$ cat src/rtl/msi_bus_arbiter_if.sv
// Bus bundle between the MSI snooping arbiter (master side) and the two cores plus memory (slave side).
interface msi_bus_arbiter_if #(
    parameter int unsigned ADDR_W = 9,
    parameter int unsigned DATA_W = 32
);
    logic [1:0]        req;
    logic [1:0]        cmd0;
    logic [1:0]        cmd1;
    logic [ADDR_W-1:0] addr0;
    logic [ADDR_W-1:0] addr1;
    logic              snoop_abort0;
    logic              snoop_abort1;
    logic [DATA_W-1:0] snoop_data0;
    logic [DATA_W-1:0] snoop_data1;
    logic [1:0]        wb_req;
    logic [ADDR_W-1:0] wb_addr0;
    logic [ADDR_W-1:0] wb_addr1;
    logic [DATA_W-1:0] wb_data0;
    logic [DATA_W-1:0] wb_data1;
    logic [DATA_W-1:0] mem_rdata;
    logic              mem_rvalid;

    logic [1:0]        gnt;
    logic              bus_valid;
    logic [1:0]        bus_cmd;
    logic [ADDR_W-1:0] bus_addr;
    logic              mem_rd;
    logic              mem_we;
    logic [ADDR_W-1:0] mem_addr;
    logic [DATA_W-1:0] mem_wdata;
    logic [1:0]        resp_valid;
    logic [DATA_W-1:0] resp_data;
    logic              resp_from_cache;
    logic [1:0]        wb_ack;

    modport master (
        input  req, cmd0, cmd1, addr0, addr1, snoop_abort0, snoop_abort1,
               snoop_data0, snoop_data1, wb_req, wb_addr0, wb_addr1,
               wb_data0, wb_data1, mem_rdata, mem_rvalid,
        output gnt, bus_valid, bus_cmd, bus_addr, mem_rd, mem_we, mem_addr,
               mem_wdata, resp_valid, resp_data, resp_from_cache, wb_ack
    );

    modport slave (
        output req, cmd0, cmd1, addr0, addr1, snoop_abort0, snoop_abort1,
               snoop_data0, snoop_data1, wb_req, wb_addr0, wb_addr1,
               wb_data0, wb_data1, mem_rdata, mem_rvalid,
        input  gnt, bus_valid, bus_cmd, bus_addr, mem_rd, mem_we, mem_addr,
               mem_wdata, resp_valid, resp_data, resp_from_cache, wb_ack
    );
endinterface

$ cat src/rtl/msi_bus_arbiter.sv
// Two-core MSI snooping bus arbiter: round-robin grant, peer snoop, memory fallback,
// and write-backs that may only preempt while the bus is idle.
module msi_bus_arbiter #(
    parameter int unsigned ADDR_W = 9,
    parameter int unsigned DATA_W = 32
) (
    input  logic               clk,
    input  logic               rst_n,
    msi_bus_arbiter_if.master  bus
);
    localparam logic [1:0] CMD_INV  = 2'b00;
    localparam logic [1:0] CMD_NONE = 2'b11;

    typedef enum logic [2:0] {
        ST_IDLE, ST_WB, ST_SNOOP, ST_MEMRD, ST_RESP
    } state_t;

    state_t            state, state_nxt;
    logic              rr_q, rr_nxt;
    logic              core_q, core_nxt;
    logic [1:0]        cmd_q, cmd_nxt;
    logic [ADDR_W-1:0] addr_q, addr_nxt;
    logic [DATA_W-1:0] data_q, data_nxt;
    logic [1:0]        gnt_q, gnt_nxt;
    logic [1:0]        resp_valid_q, resp_valid_nxt;
    logic [DATA_W-1:0] resp_data_q, resp_data_nxt;
    logic              from_cache_q, from_cache_nxt;
    logic [1:0]        wb_ack_q, wb_ack_nxt;

    logic              req_pick, wb_pick, peer_abort;
    logic [1:0]        req_cmd;
    logic [ADDR_W-1:0] req_addr;
    logic [DATA_W-1:0] peer_data;

    // Round-robin pointer only matters when both cores contend
    assign req_pick   = (bus.req == 2'b11) ? rr_q : bus.req[1];
    assign wb_pick    = ~bus.wb_req[0];
    assign req_cmd    = req_pick ? bus.cmd1  : bus.cmd0;
    assign req_addr   = req_pick ? bus.addr1 : bus.addr0;
    assign peer_abort = core_q ? bus.snoop_abort0 : bus.snoop_abort1;
    assign peer_data  = core_q ? bus.snoop_data0  : bus.snoop_data1;

    always_ff @(posedge clk or negedge rst_n) begin
        if (!rst_n) begin
            state        <= ST_IDLE;
            rr_q         <= 1'b0;
            core_q       <= 1'b0;
            cmd_q        <= 2'b00;
            addr_q       <= '0;
            data_q       <= '0;
            gnt_q        <= 2'b00;
            resp_valid_q <= 2'b00;
            resp_data_q  <= '0;
            from_cache_q <= 1'b0;
            wb_ack_q     <= 2'b00;
        end else begin
            state        <= state_nxt;
            rr_q         <= rr_nxt;
            core_q       <= core_nxt;
            cmd_q        <= cmd_nxt;
            addr_q       <= addr_nxt;
            data_q       <= data_nxt;
            gnt_q        <= gnt_nxt;
            resp_valid_q <= resp_valid_nxt;
            resp_data_q  <= resp_data_nxt;
            from_cache_q <= from_cache_nxt;
            wb_ack_q     <= wb_ack_nxt;
        end
    end

    // Registered pulses are set on the transition into the state they accompany
    always_comb begin
        state_nxt      = state;
        rr_nxt         = rr_q;
        core_nxt       = core_q;
        cmd_nxt        = cmd_q;
        addr_nxt       = addr_q;
        data_nxt       = data_q;
        gnt_nxt        = gnt_q;
        resp_valid_nxt = 2'b00;
        resp_data_nxt  = resp_data_q;
        from_cache_nxt = from_cache_q;
        wb_ack_nxt     = 2'b00;
        case (state)
            ST_IDLE: begin
                if (|bus.wb_req) begin
                    state_nxt  = ST_WB;
                    addr_nxt   = wb_pick ? bus.wb_addr1 : bus.wb_addr0;
                    data_nxt   = wb_pick ? bus.wb_data1 : bus.wb_data0;
                    wb_ack_nxt = {wb_pick, ~wb_pick};
                end else if (|bus.req) begin
                    core_nxt = req_pick;
                    cmd_nxt  = req_cmd;
                    addr_nxt = req_addr;
                    gnt_nxt  = {req_pick, ~req_pick};
                    if (req_cmd == CMD_NONE) begin
                        state_nxt      = ST_RESP;
                        resp_valid_nxt = {req_pick, ~req_pick};
                        resp_data_nxt  = '0;
                        from_cache_nxt = 1'b0;
                    end else begin
                        state_nxt = ST_SNOOP;
                    end
                end
            end
            ST_WB: state_nxt = ST_IDLE;
            ST_SNOOP: begin
                if (cmd_q == CMD_INV || cmd_q == CMD_NONE) begin
                    state_nxt      = ST_RESP;
                    resp_valid_nxt = {core_q, ~core_q};
                    resp_data_nxt  = '0;
                    from_cache_nxt = 1'b0;
                end else if (peer_abort) begin
                    state_nxt      = ST_RESP;
                    resp_valid_nxt = {core_q, ~core_q};
                    resp_data_nxt  = peer_data;
                    from_cache_nxt = 1'b1;
                end else begin
                    state_nxt = ST_MEMRD;
                end
            end
            ST_MEMRD: begin
                if (bus.mem_rvalid) begin
                    state_nxt      = ST_RESP;
                    resp_valid_nxt = {core_q, ~core_q};
                    resp_data_nxt  = bus.mem_rdata;
                    from_cache_nxt = 1'b0;
                end
            end
            ST_RESP: begin
                state_nxt = ST_IDLE;
                rr_nxt    = ~core_q;
                gnt_nxt   = 2'b00;
            end
            default: state_nxt = ST_IDLE;
        endcase
    end

    assign bus.gnt             = gnt_q;
    assign bus.resp_valid      = resp_valid_q;
    assign bus.resp_data       = resp_data_q;
    assign bus.resp_from_cache = from_cache_q;
    assign bus.wb_ack          = wb_ack_q;

    // Bus and memory strobes decode straight from state so they track it cycle-exactly
    assign bus.bus_valid = (state == ST_SNOOP);
    assign bus.bus_cmd   = (state == ST_SNOOP) ? cmd_q  : 2'b00;
    assign bus.bus_addr  = (state == ST_SNOOP) ? addr_q : '0;
    assign bus.mem_rd    = (state == ST_MEMRD);
    assign bus.mem_we    = (state == ST_WB);
    assign bus.mem_addr  = (state == ST_WB || state == ST_MEMRD) ? addr_q : '0;
    assign bus.mem_wdata = (state == ST_WB) ? data_q : '0;
endmodule

$ cat src/flat_wrapper.sv
// flat-port wrapper written by rule: the top's interface ports become plain ports
module msi_bus_arbiter_flat 
#(
    parameter int unsigned ADDR_W = 9,
    parameter int unsigned DATA_W = 32
)
  (clk, rst_n, bus_req, bus_cmd0, bus_cmd1, bus_addr0, bus_addr1, bus_snoop_abort0, bus_snoop_abort1, bus_snoop_data0, bus_snoop_data1, bus_wb_req, bus_wb_addr0, bus_wb_addr1, bus_wb_data0, bus_wb_data1, bus_mem_rdata, bus_mem_rvalid, bus_gnt, bus_bus_valid, bus_bus_cmd, bus_bus_addr, bus_mem_rd, bus_mem_we, bus_mem_addr, bus_mem_wdata, bus_resp_valid, bus_resp_data, bus_resp_from_cache, bus_wb_ack);
  msi_bus_arbiter_if #(.ADDR_W(ADDR_W), .DATA_W(DATA_W)) bus_i ();
  input  logic clk;
  input  logic rst_n;
  input wire logic [$bits(bus_i.req)-1:0] bus_req;
  input wire logic [$bits(bus_i.cmd0)-1:0] bus_cmd0;
  input wire logic [$bits(bus_i.cmd1)-1:0] bus_cmd1;
  input wire logic [$bits(bus_i.addr0)-1:0] bus_addr0;
  input wire logic [$bits(bus_i.addr1)-1:0] bus_addr1;
  input wire logic [$bits(bus_i.snoop_abort0)-1:0] bus_snoop_abort0;
  input wire logic [$bits(bus_i.snoop_abort1)-1:0] bus_snoop_abort1;
  input wire logic [$bits(bus_i.snoop_data0)-1:0] bus_snoop_data0;
  input wire logic [$bits(bus_i.snoop_data1)-1:0] bus_snoop_data1;
  input wire logic [$bits(bus_i.wb_req)-1:0] bus_wb_req;
  input wire logic [$bits(bus_i.wb_addr0)-1:0] bus_wb_addr0;
  input wire logic [$bits(bus_i.wb_addr1)-1:0] bus_wb_addr1;
  input wire logic [$bits(bus_i.wb_data0)-1:0] bus_wb_data0;
  input wire logic [$bits(bus_i.wb_data1)-1:0] bus_wb_data1;
  input wire logic [$bits(bus_i.mem_rdata)-1:0] bus_mem_rdata;
  input wire logic [$bits(bus_i.mem_rvalid)-1:0] bus_mem_rvalid;
  output wire logic [$bits(bus_i.gnt)-1:0] bus_gnt;
  output wire logic [$bits(bus_i.bus_valid)-1:0] bus_bus_valid;
  output wire logic [$bits(bus_i.bus_cmd)-1:0] bus_bus_cmd;
  output wire logic [$bits(bus_i.bus_addr)-1:0] bus_bus_addr;
  output wire logic [$bits(bus_i.mem_rd)-1:0] bus_mem_rd;
  output wire logic [$bits(bus_i.mem_we)-1:0] bus_mem_we;
  output wire logic [$bits(bus_i.mem_addr)-1:0] bus_mem_addr;
  output wire logic [$bits(bus_i.mem_wdata)-1:0] bus_mem_wdata;
  output wire logic [$bits(bus_i.resp_valid)-1:0] bus_resp_valid;
  output wire logic [$bits(bus_i.resp_data)-1:0] bus_resp_data;
  output wire logic [$bits(bus_i.resp_from_cache)-1:0] bus_resp_from_cache;
  output wire logic [$bits(bus_i.wb_ack)-1:0] bus_wb_ack;
  assign bus_i.req = bus_req;
  assign bus_i.cmd0 = bus_cmd0;
  assign bus_i.cmd1 = bus_cmd1;
  assign bus_i.addr0 = bus_addr0;
  assign bus_i.addr1 = bus_addr1;
  assign bus_i.snoop_abort0 = bus_snoop_abort0;
  assign bus_i.snoop_abort1 = bus_snoop_abort1;
  assign bus_i.snoop_data0 = bus_snoop_data0;
  assign bus_i.snoop_data1 = bus_snoop_data1;
  assign bus_i.wb_req = bus_wb_req;
  assign bus_i.wb_addr0 = bus_wb_addr0;
  assign bus_i.wb_addr1 = bus_wb_addr1;
  assign bus_i.wb_data0 = bus_wb_data0;
  assign bus_i.wb_data1 = bus_wb_data1;
  assign bus_i.mem_rdata = bus_mem_rdata;
  assign bus_i.mem_rvalid = bus_mem_rvalid;
  assign bus_gnt = bus_i.gnt;
  assign bus_bus_valid = bus_i.bus_valid;
  assign bus_bus_cmd = bus_i.bus_cmd;
  assign bus_bus_addr = bus_i.bus_addr;
  assign bus_mem_rd = bus_i.mem_rd;
  assign bus_mem_we = bus_i.mem_we;
  assign bus_mem_addr = bus_i.mem_addr;
  assign bus_mem_wdata = bus_i.mem_wdata;
  assign bus_resp_valid = bus_i.resp_valid;
  assign bus_resp_data = bus_i.resp_data;
  assign bus_resp_from_cache = bus_i.resp_from_cache;
  assign bus_wb_ack = bus_i.wb_ack;
  msi_bus_arbiter #(.ADDR_W(ADDR_W), .DATA_W(DATA_W)) u_core (.clk(clk), .rst_n(rst_n), .bus(bus_i));
endmodule
$ cat config.mk
export PLATFORM = sky130hd
export DESIGN_NAME = msi_bus_arbiter_flat
export DESIGN_NICKNAME = d
export VERILOG_FILES = /design/src/rtl/msi_bus_arbiter_if.sv /design/src/rtl/msi_bus_arbiter.sv /design/src/flat_wrapper.sv
export SDC_FILE = /design/constraint.sdc
export NUM_CORES = 1
export LEC_CHECK = 0
export BUFFER_PORTS_ARGS = -buffer_cell sky130_fd_sc_hd__buf_2
export CAP_MARGIN = 5
export CORE_MARGIN = 5
export CORE_UTILIZATION = 25
export CTS_CLUSTER_DIAMETER = 60
export CTS_CLUSTER_SIZE = 40
export DETAILED_ROUTE_END_ITERATION = 10
export PLACE_DENSITY = 0.48
export SYNTH_ARGS = -nofsm -noshare
export SYNTH_HDL_FRONTEND = slang
export SYNTH_SLANG_ARGS = --single-unit
$ cat constraint.sdc
create_clock -name clk -period 2.55 [get_ports clk]
set_input_delay 0 -clock clk [delete_from_list [all_inputs] [get_ports clk]]
set_output_delay 0 -clock clk [all_outputs]
set_load 0.05 [all_outputs]
==> results of run 1 <==
-- cells in the final DEF, fill, tap and decap left out, drive strengths merged, types with 2 or more instances in the layout --
cell / instances
nand2: 76
nor2: 15
and2: 54
nor2b: 3
inv: 4
o22ai: 2
buf: 319
a222oi: 9
clkinvlp: 2
dlygate4sd3: 103
mux2: 41
mux2i: 68
clkinv: 2
clkbuf: 12
o21ai: 72
a21oi: 14
dfrtp: 87
nor3: 2
-- path summary, 6_finish.rpt --
path                                                         to  slack (ns)  cells past startpoint
max in group asynchronous  u_core.bus.resp_data[19]$_DFFE_PN0P_        1.72                      3
setup / recovery                   u_core.addr_q[8]$_DFFE_PN0P_        0.24                      6
setup reg to reg                   u_core.addr_q[8]$_DFFE_PN0P_        0.24                      6
min in group asynchronous          u_core.addr_q[2]$_DFFE_PN0P_        0.16                      2
hold reg to reg                    u_core.data_q[8]$_DFFE_PN0P_        0.47                      2
hold / removal                    u_core.data_q[10]$_DFFE_PN0P_       0.002                      3
-- metal layers --
layer	up-vias	track usage (%)	part of all wire, %
li1	2523	-	-
met1	2306	17.0	40
met2	151	27.1	52
met3	25	3.21	6.3
met4	0	4.90	1.9
met5	-	0	0
-- sequential cells by signal, summed over array words and instances, names as in the netlist --
name and flops:
u_core.addr_q 9, u_core.bus.gnt 2, u_core.bus.resp_data 32, u_core.bus.resp_from_cache 1, u_core.bus.resp_valid 2, u_core.bus.wb_ack 2, u_core.cmd_q 2, u_core.core_q 1
u_core.data_q 32, u_core.rr_q 1, u_core.state 3
-- metrics by stage --
stage | setup slack, ns | std cells
after floorplan | 0.426 | 496
after global placement | 0.380 | 1046
after detailed placement | 0.350 | 1046
after CTS | 0.231 | 1164
after global routing | 0.110 | 1164
final | 0.237 | 1164
-- worst reg2reg max path, delay by kind of cell (launching register included) --
kind | cells | cell delay, ns
buf+inv | 2 | 0.87
mux | 1 | 0.37
compound gates | 3 | 0.53
flops | 1 | 0.38
-- power by group through the flow --
stage	clock network (mW)	logic [mW]	registers, mW
after floorplan	0	2.74	2.58
after global placement	0	4.21	2.17
after CTS	1.29	4.37	2.17
final	1.23	4.31	2.16
after global routing	1.34	4.65	2.23
after detailed placement	0	4.22	2.19
-- cell type report --
| type | count | area, µm² |
|---|---|---|
| Tap cell | 265 | 332 |
| Multi-Input combinational cell | 370 | 2650 |
| Timing Repair Buffer | 422 | 2700 |
| Sequential cell | 87 | 2180 |
| Fill cell | 2011 | 11400 |
| Inverter | 5 | 18.8 |
| Clock buffer | 12 | 246 |
| Clock inverter | 3 | 20.0 |
-- cell families (layout without fill, tap and decap cells) --
logic type	count (synthesis)	after routing	share of synthesized area, %
muxes	109	109	24.9
and+or+nand+nor	154	154	15.0
xor gates and xnor gates	1	1	0.175
AOI/OAI and AO/OA	106	106	12.6
DFF	87	87	43.4
buffers and inverters	39	442	3.94
-- timing repair --
action | CTS | global route
buffers inserted | 0 | 0
endpoints found under the hold margin | 99 | 0
hold buffers | 103 | 0
==> metrics.csv, run 1 <==
metric,value,unit
fmaxAchievable,432,MHz
hold_path.class,in -> reg,
path_clk_slew,0.06,ns
core-area,19600,µm²
initial_core_util,25.6,%
slew_headroom,32.6,%
num_vias,5005,
cp_num_buf_inv,2,
design_area,8140,µm²
n_antenna_cell,0,
grt_pass1_wl,26800,µm
place_area,6840,µm²
cp-startpoint,u_core.rr_q$_DFFE_PN0P_,
hold_slack,0.00228,ns
tritoncts,done,
cp_max_fo,16,
p_leak,4.28,nW
fp-row-count,51,
synthCells,496,
total_power,7.70,mW
layout_min_cycle_time,2.31,ns
insertion_delay,0.34,ns
regToRegStartpoint,u_core.rr_q$_DFFE_PN0P_,
setup_tns,0,ns
cp_slowest_cell,dlygate4sd3_1,
crit_type,reg -> reg,
synth.most_common_cell,dfrtp_1,
drtAntennaViolNets,0,
drt-total-wl,17700,µm
drtPass1Iterations,5,
cts.htree.levels,3,
ys_seq_elements,87,
netlist_area,5010,µm²
synth_top_area_share,43.4,%
layout-drive-gt1-share,42.4,%
synthTopCellsByArea,"dfrtp_1 (43%), mux2i_1 (14%), mux2_4 (8.4%)",
grt_pass1_vias,5298,
rsz0062_at_grt,no,
viasPerCell,4.30,
arrival,2.50,ns
combPwrFrac,55.9,%
ys_seq_area_share,43.4,%
finalCritPeriodShare,90.7,%
dieArea,23000,µm²
pwr-share-clk,16.0,%
p_sw,3.66,mW
seq_power_share,28.1,%
cp_top_family,buffers and inverters,
clkSinkCount,87,
hold_start,bus_wb_data0[10],
fp.dieW,152,µm
synthTopCellsByCount,"dfrtp_1 (87), nand2_1 (76), o21ai_0 (71)",
layout.nets,1104,
grt_max_degree,51,
yosys_warnings,0,
io_buffers,302,
max_stage_delay,0.60,ns
syn_to_final_growth,62.4,%
ios,303,
syn-num-nets,705,
p_int,4.05,mW
grt_util_all_layers,14.8,%
grt.overflow.total,0,
ys_types,35,
cts_buffers,9,
die_h,152,µm
drv_slew,0,
final_util,41.6,%
postCtsResizedCells,0,
cp.required,2.74,ns
grt_antenna_before_repair,0,
first_iter_violations,225,
synth_edf_count,0,
cts-root-buf,clkbuf_16,
hold_violations,0,
wl_per_cell,15.2,µm
drcViolationCount,0,
async_flop_share,100,%
status,"complete, no violations",
start_kind,flip-flop,
avgSynthCellArea,10.1,µm²
synth_top_cell_by_area,dfrtp_1,
synth-main-ff-cell,dfrtp_1,
post-dp-hpwl,12900,µm
setup_viol,0,
crit_path_cell_trace,o21ai_2 > buf_4 > mux2_2 > a222oi_1 > dlygate4sd3_1 > a21oi_1,
clock_path_buffers,2,
ir_drop,0.000536,V
p_sw_share,47.5,%
cap_violations,0,
power.density,946,nW/µm²
fin_skew,0.00605,ns
worst_slew_pin_slew,1.01,ns
place.gp.congestion,0.759,
endpoint_kind,flip-flop,
Power figures use the tool's default switching activity.
==> run 2, diff against run 1 <==
--- a/config.mk
+++ b/config.mk
@@ -13,6 +13,7 @@
 export CTS_CLUSTER_SIZE = 40
 export DETAILED_ROUTE_END_ITERATION = 10
 export PLACE_DENSITY = 0.48
+export RECOVER_POWER = 100
 export SYNTH_ARGS = -nofsm -noshare
 export SYNTH_HDL_FRONTEND = slang
 export SYNTH_SLANG_ARGS = --single-unit
==> run 2 against run 1 <==
- the run now ends with hold timing, capacitance limit, slew limit left
- critical path type unchanged
- global-route usage did not move
- clock power barely moved
- via count rose by 0.74%
- first-iteration DRC count fell by 2.2%
- clock skew barely moved
- combinational power fell by 6.5%
- design area fell by 3.0%
- setup slack got worse by 0.0040 ns
- non-clock buffer count did not move
- clock-buffer cell count did not move
- power fell by 3.6%
- sequential power barely moved
==> metrics.csv, run 2 (synthesis results as in run 1) <==
metric,value,unit,change
pwr-share-clk,16.7,%,+0.7 points
clock_path_buffers,2,,unchanged
cts.htree.levels,3,,unchanged
cp_max_fo,16,,unchanged
clkSinkCount,87,,unchanged
grt_antenna_before_repair,0,,unchanged
cts_buffers,9,,unchanged
power.density,940,nW/µm²,-0.62%
violations,"hold timing, capacitance limit, slew limit",,
post-dp-hpwl,12900,µm,unchanged
r2r_slack,0.23,ns,about the same
hold_violations,7,,+7
grt_max_degree,51,,unchanged
grt_pass1_wl,26800,µm,unchanged
drt-total-wl,17600,µm,-0.24%
total_power,7.43,mW,-3.6%
setup_slack,0.233,ns,-0.00398 ns
drtAntennaViolNets,0,,unchanged
hold_slack,-0.00518,ns,-0.00745 ns
wl_per_cell,15.1,µm,-0.24%
drcViolationCount,0,,unchanged
fp.dieW,152,µm,unchanged
layout-drive-gt1-share,29.8,%,-13 points
wl_met2,9140,µm,-0.70%
endpoint_kind,flip-flop,,
start_kind,flip-flop,,
combPwrFrac,54.2,%,-1.7 points
insertion_delay,0.34,ns,about the same
initial_core_util,25.6,%,unchanged
p_int,3.81,mW,-5.9%
dp_slack,0.350,ns,unchanged
place_area,6840,µm²,unchanged
status,"complete, but fails checks",,
wl_met3,1130,µm,+2.0%
tritoncts,done,,
rsz0062_at_grt,no,,
die_h,152,µm,unchanged
core-area,19600,µm²,unchanged
drtPass1Iterations,6,,+1
layout_commonest_cell,buf_2,,
layout_common_cells,"buf_2 (208), dlygate4sd3_1 (103), clkbuf_1 (90), dfrtp_1 (86), nand2_1 (76)",,
postCtsSetupRepairBufs,0,,unchanged
p_sw_share,48.7,%,+1.3 points
path_clk_slew,0.06,ns,about the same
hold_path.class,in -> reg,,
design_area,7900,µm²,-3.0%
drt-met1-wl,7000,µm,-0.26%
place.gp.congestion,0.759,,unchanged
crit_type,reg -> reg,,
fp-row-count,51,,unchanged
ir_drop,0.000508,V,-5.2%
setup_tns,0,ns,unchanged
final_cells,1164,,unchanged
slew_headroom,-5.53,%,-38 points
endpoint,u_core.addr_q[1]$_DFFE_PN0P_,,
arrival,2.51,ns,about the same
layout.nets,1104,,unchanged
hold_start,bus_mem_rdata[18],,
p_leak,3.85,nW,-10%
r2r_end,u_core.addr_q[1]$_DFFE_PN0P_,,
cp-startpoint,u_core.rr_q$_DFFE_PN0P_,,
finalCritPeriodShare,90.8,%,+0.16 points
dp_cells,1046,,unchanged
grt_util_all_layers,14.8,%,unchanged
viasPerCell,4.33,,+0.74%
cts-root-buf,clkbuf_16,,
syn_to_final_growth,57.6,%,
regToRegStartpoint,u_core.rr_q$_DFFE_PN0P_,,
cp.required,2.74,ns,about the same
p_sw,3.62,mW,-1.0%
num_vias,5042,,+0.74%
dieArea,23000,µm²,unchanged
drv_slew,47,,+47
setup_viol,0,,unchanged
io_buffers,302,,unchanged
grt_pass1_vias,5298,,unchanged
n_antenna_cell,0,,unchanged
first_iter_violations,220,,-2.2%
seq_power_share,29.1,%,+1.0 points
ios,303,,unchanged
fmaxAchievable,432,MHz,-0.17%
highest_layer,met4,,
fin_skew,0.00615,ns,+0.000105 ns
grt.overflow.total,0,,unchanged
worst_slew_pin_slew,1.58,ns,+0.576 ns
cap_violations,1,,+1
layout_min_cycle_time,2.32,ns,+0.00398 ns
r2r_cells,6,,unchanged
final_util,40.3,%,-1.2 points
## run 2: cell types whose count changed in the layout (fill, tap and decap cells not counted), moves of 7 or more
cell	change
clkbuf_1	+88
mux2_4	-25
buf_2	-93
clkbuf_2	+12
buf_4	-7
mux2_1	+25
## run 2: cell type report
cell class,instances,area [µm²]
multi-input combinational,370,2550
fill,2075,11700
inverter,5,18.8
clock inverter,3,20.0
tap,265,332
sequential,87,2180
timing repair buffer,422,2560
clock buffer,12,246
## run 2: power groups by stage
| stage | logic, mW | clock network (mW) | registers [mW] |
|---|---|---|---|
| final | 4.03 | 1.24 | 2.16 |
| after floorplan | 2.74 | 0 | 2.58 |
| after global routing | 4.38 | 1.34 | 2.23 |
| after CTS | 4.37 | 1.29 | 2.17 |
| after detailed placement | 4.22 | 0 | 2.19 |
| after global placement | 4.21 | 0 | 2.17 |
## run 2: routing by layer
| metal | vias up | global-route usage, % |
|---|---|---|
| met1 | 2330 | 17.0 |
| met4 | 0 | 4.90 |
| met5 | - | 0 |
| li1 | 2528 | - |
| met2 | 159 | 27.1 |
| met3 | 25 | 3.21 |
## run 2: worst min-delay path by stage
stage	end	slack (ns)	cells after the start
final	u_core.bus.resp_data[18]$_DFFE_PN0P_	-0.005	4
after floorplan	u_core.addr_q[0]$_DFFE_PN0P_	-0.30	0
after global placement	u_core.addr_q[2]$_DFFE_PN0P_	0.005	1
after CTS	u_core.data_q[10]$_DFFE_PN0P_	0.001	3
after detailed placement	u_core.addr_q[2]$_DFFE_PN0P_	0.01	1
after global routing	u_core.bus.resp_data[10]$_DFFE_PN0P_	0.001	4
## run 2: repair_timing
item,4_1_cts,5_1_grt
resized for setup,0,0
hold buffers,103,0
hold endpoints to repair,99,0
## run 2: worst max-delay path, stage by stage (launching register included)
cell	delay, ns
dfrtp_1	0.38
o21ai_2	0.16
buf_4	0.27
mux2_2	0.36
a222oi_1	0.32
dlygate4sd3_1	0.60
a21oi_1	0.06
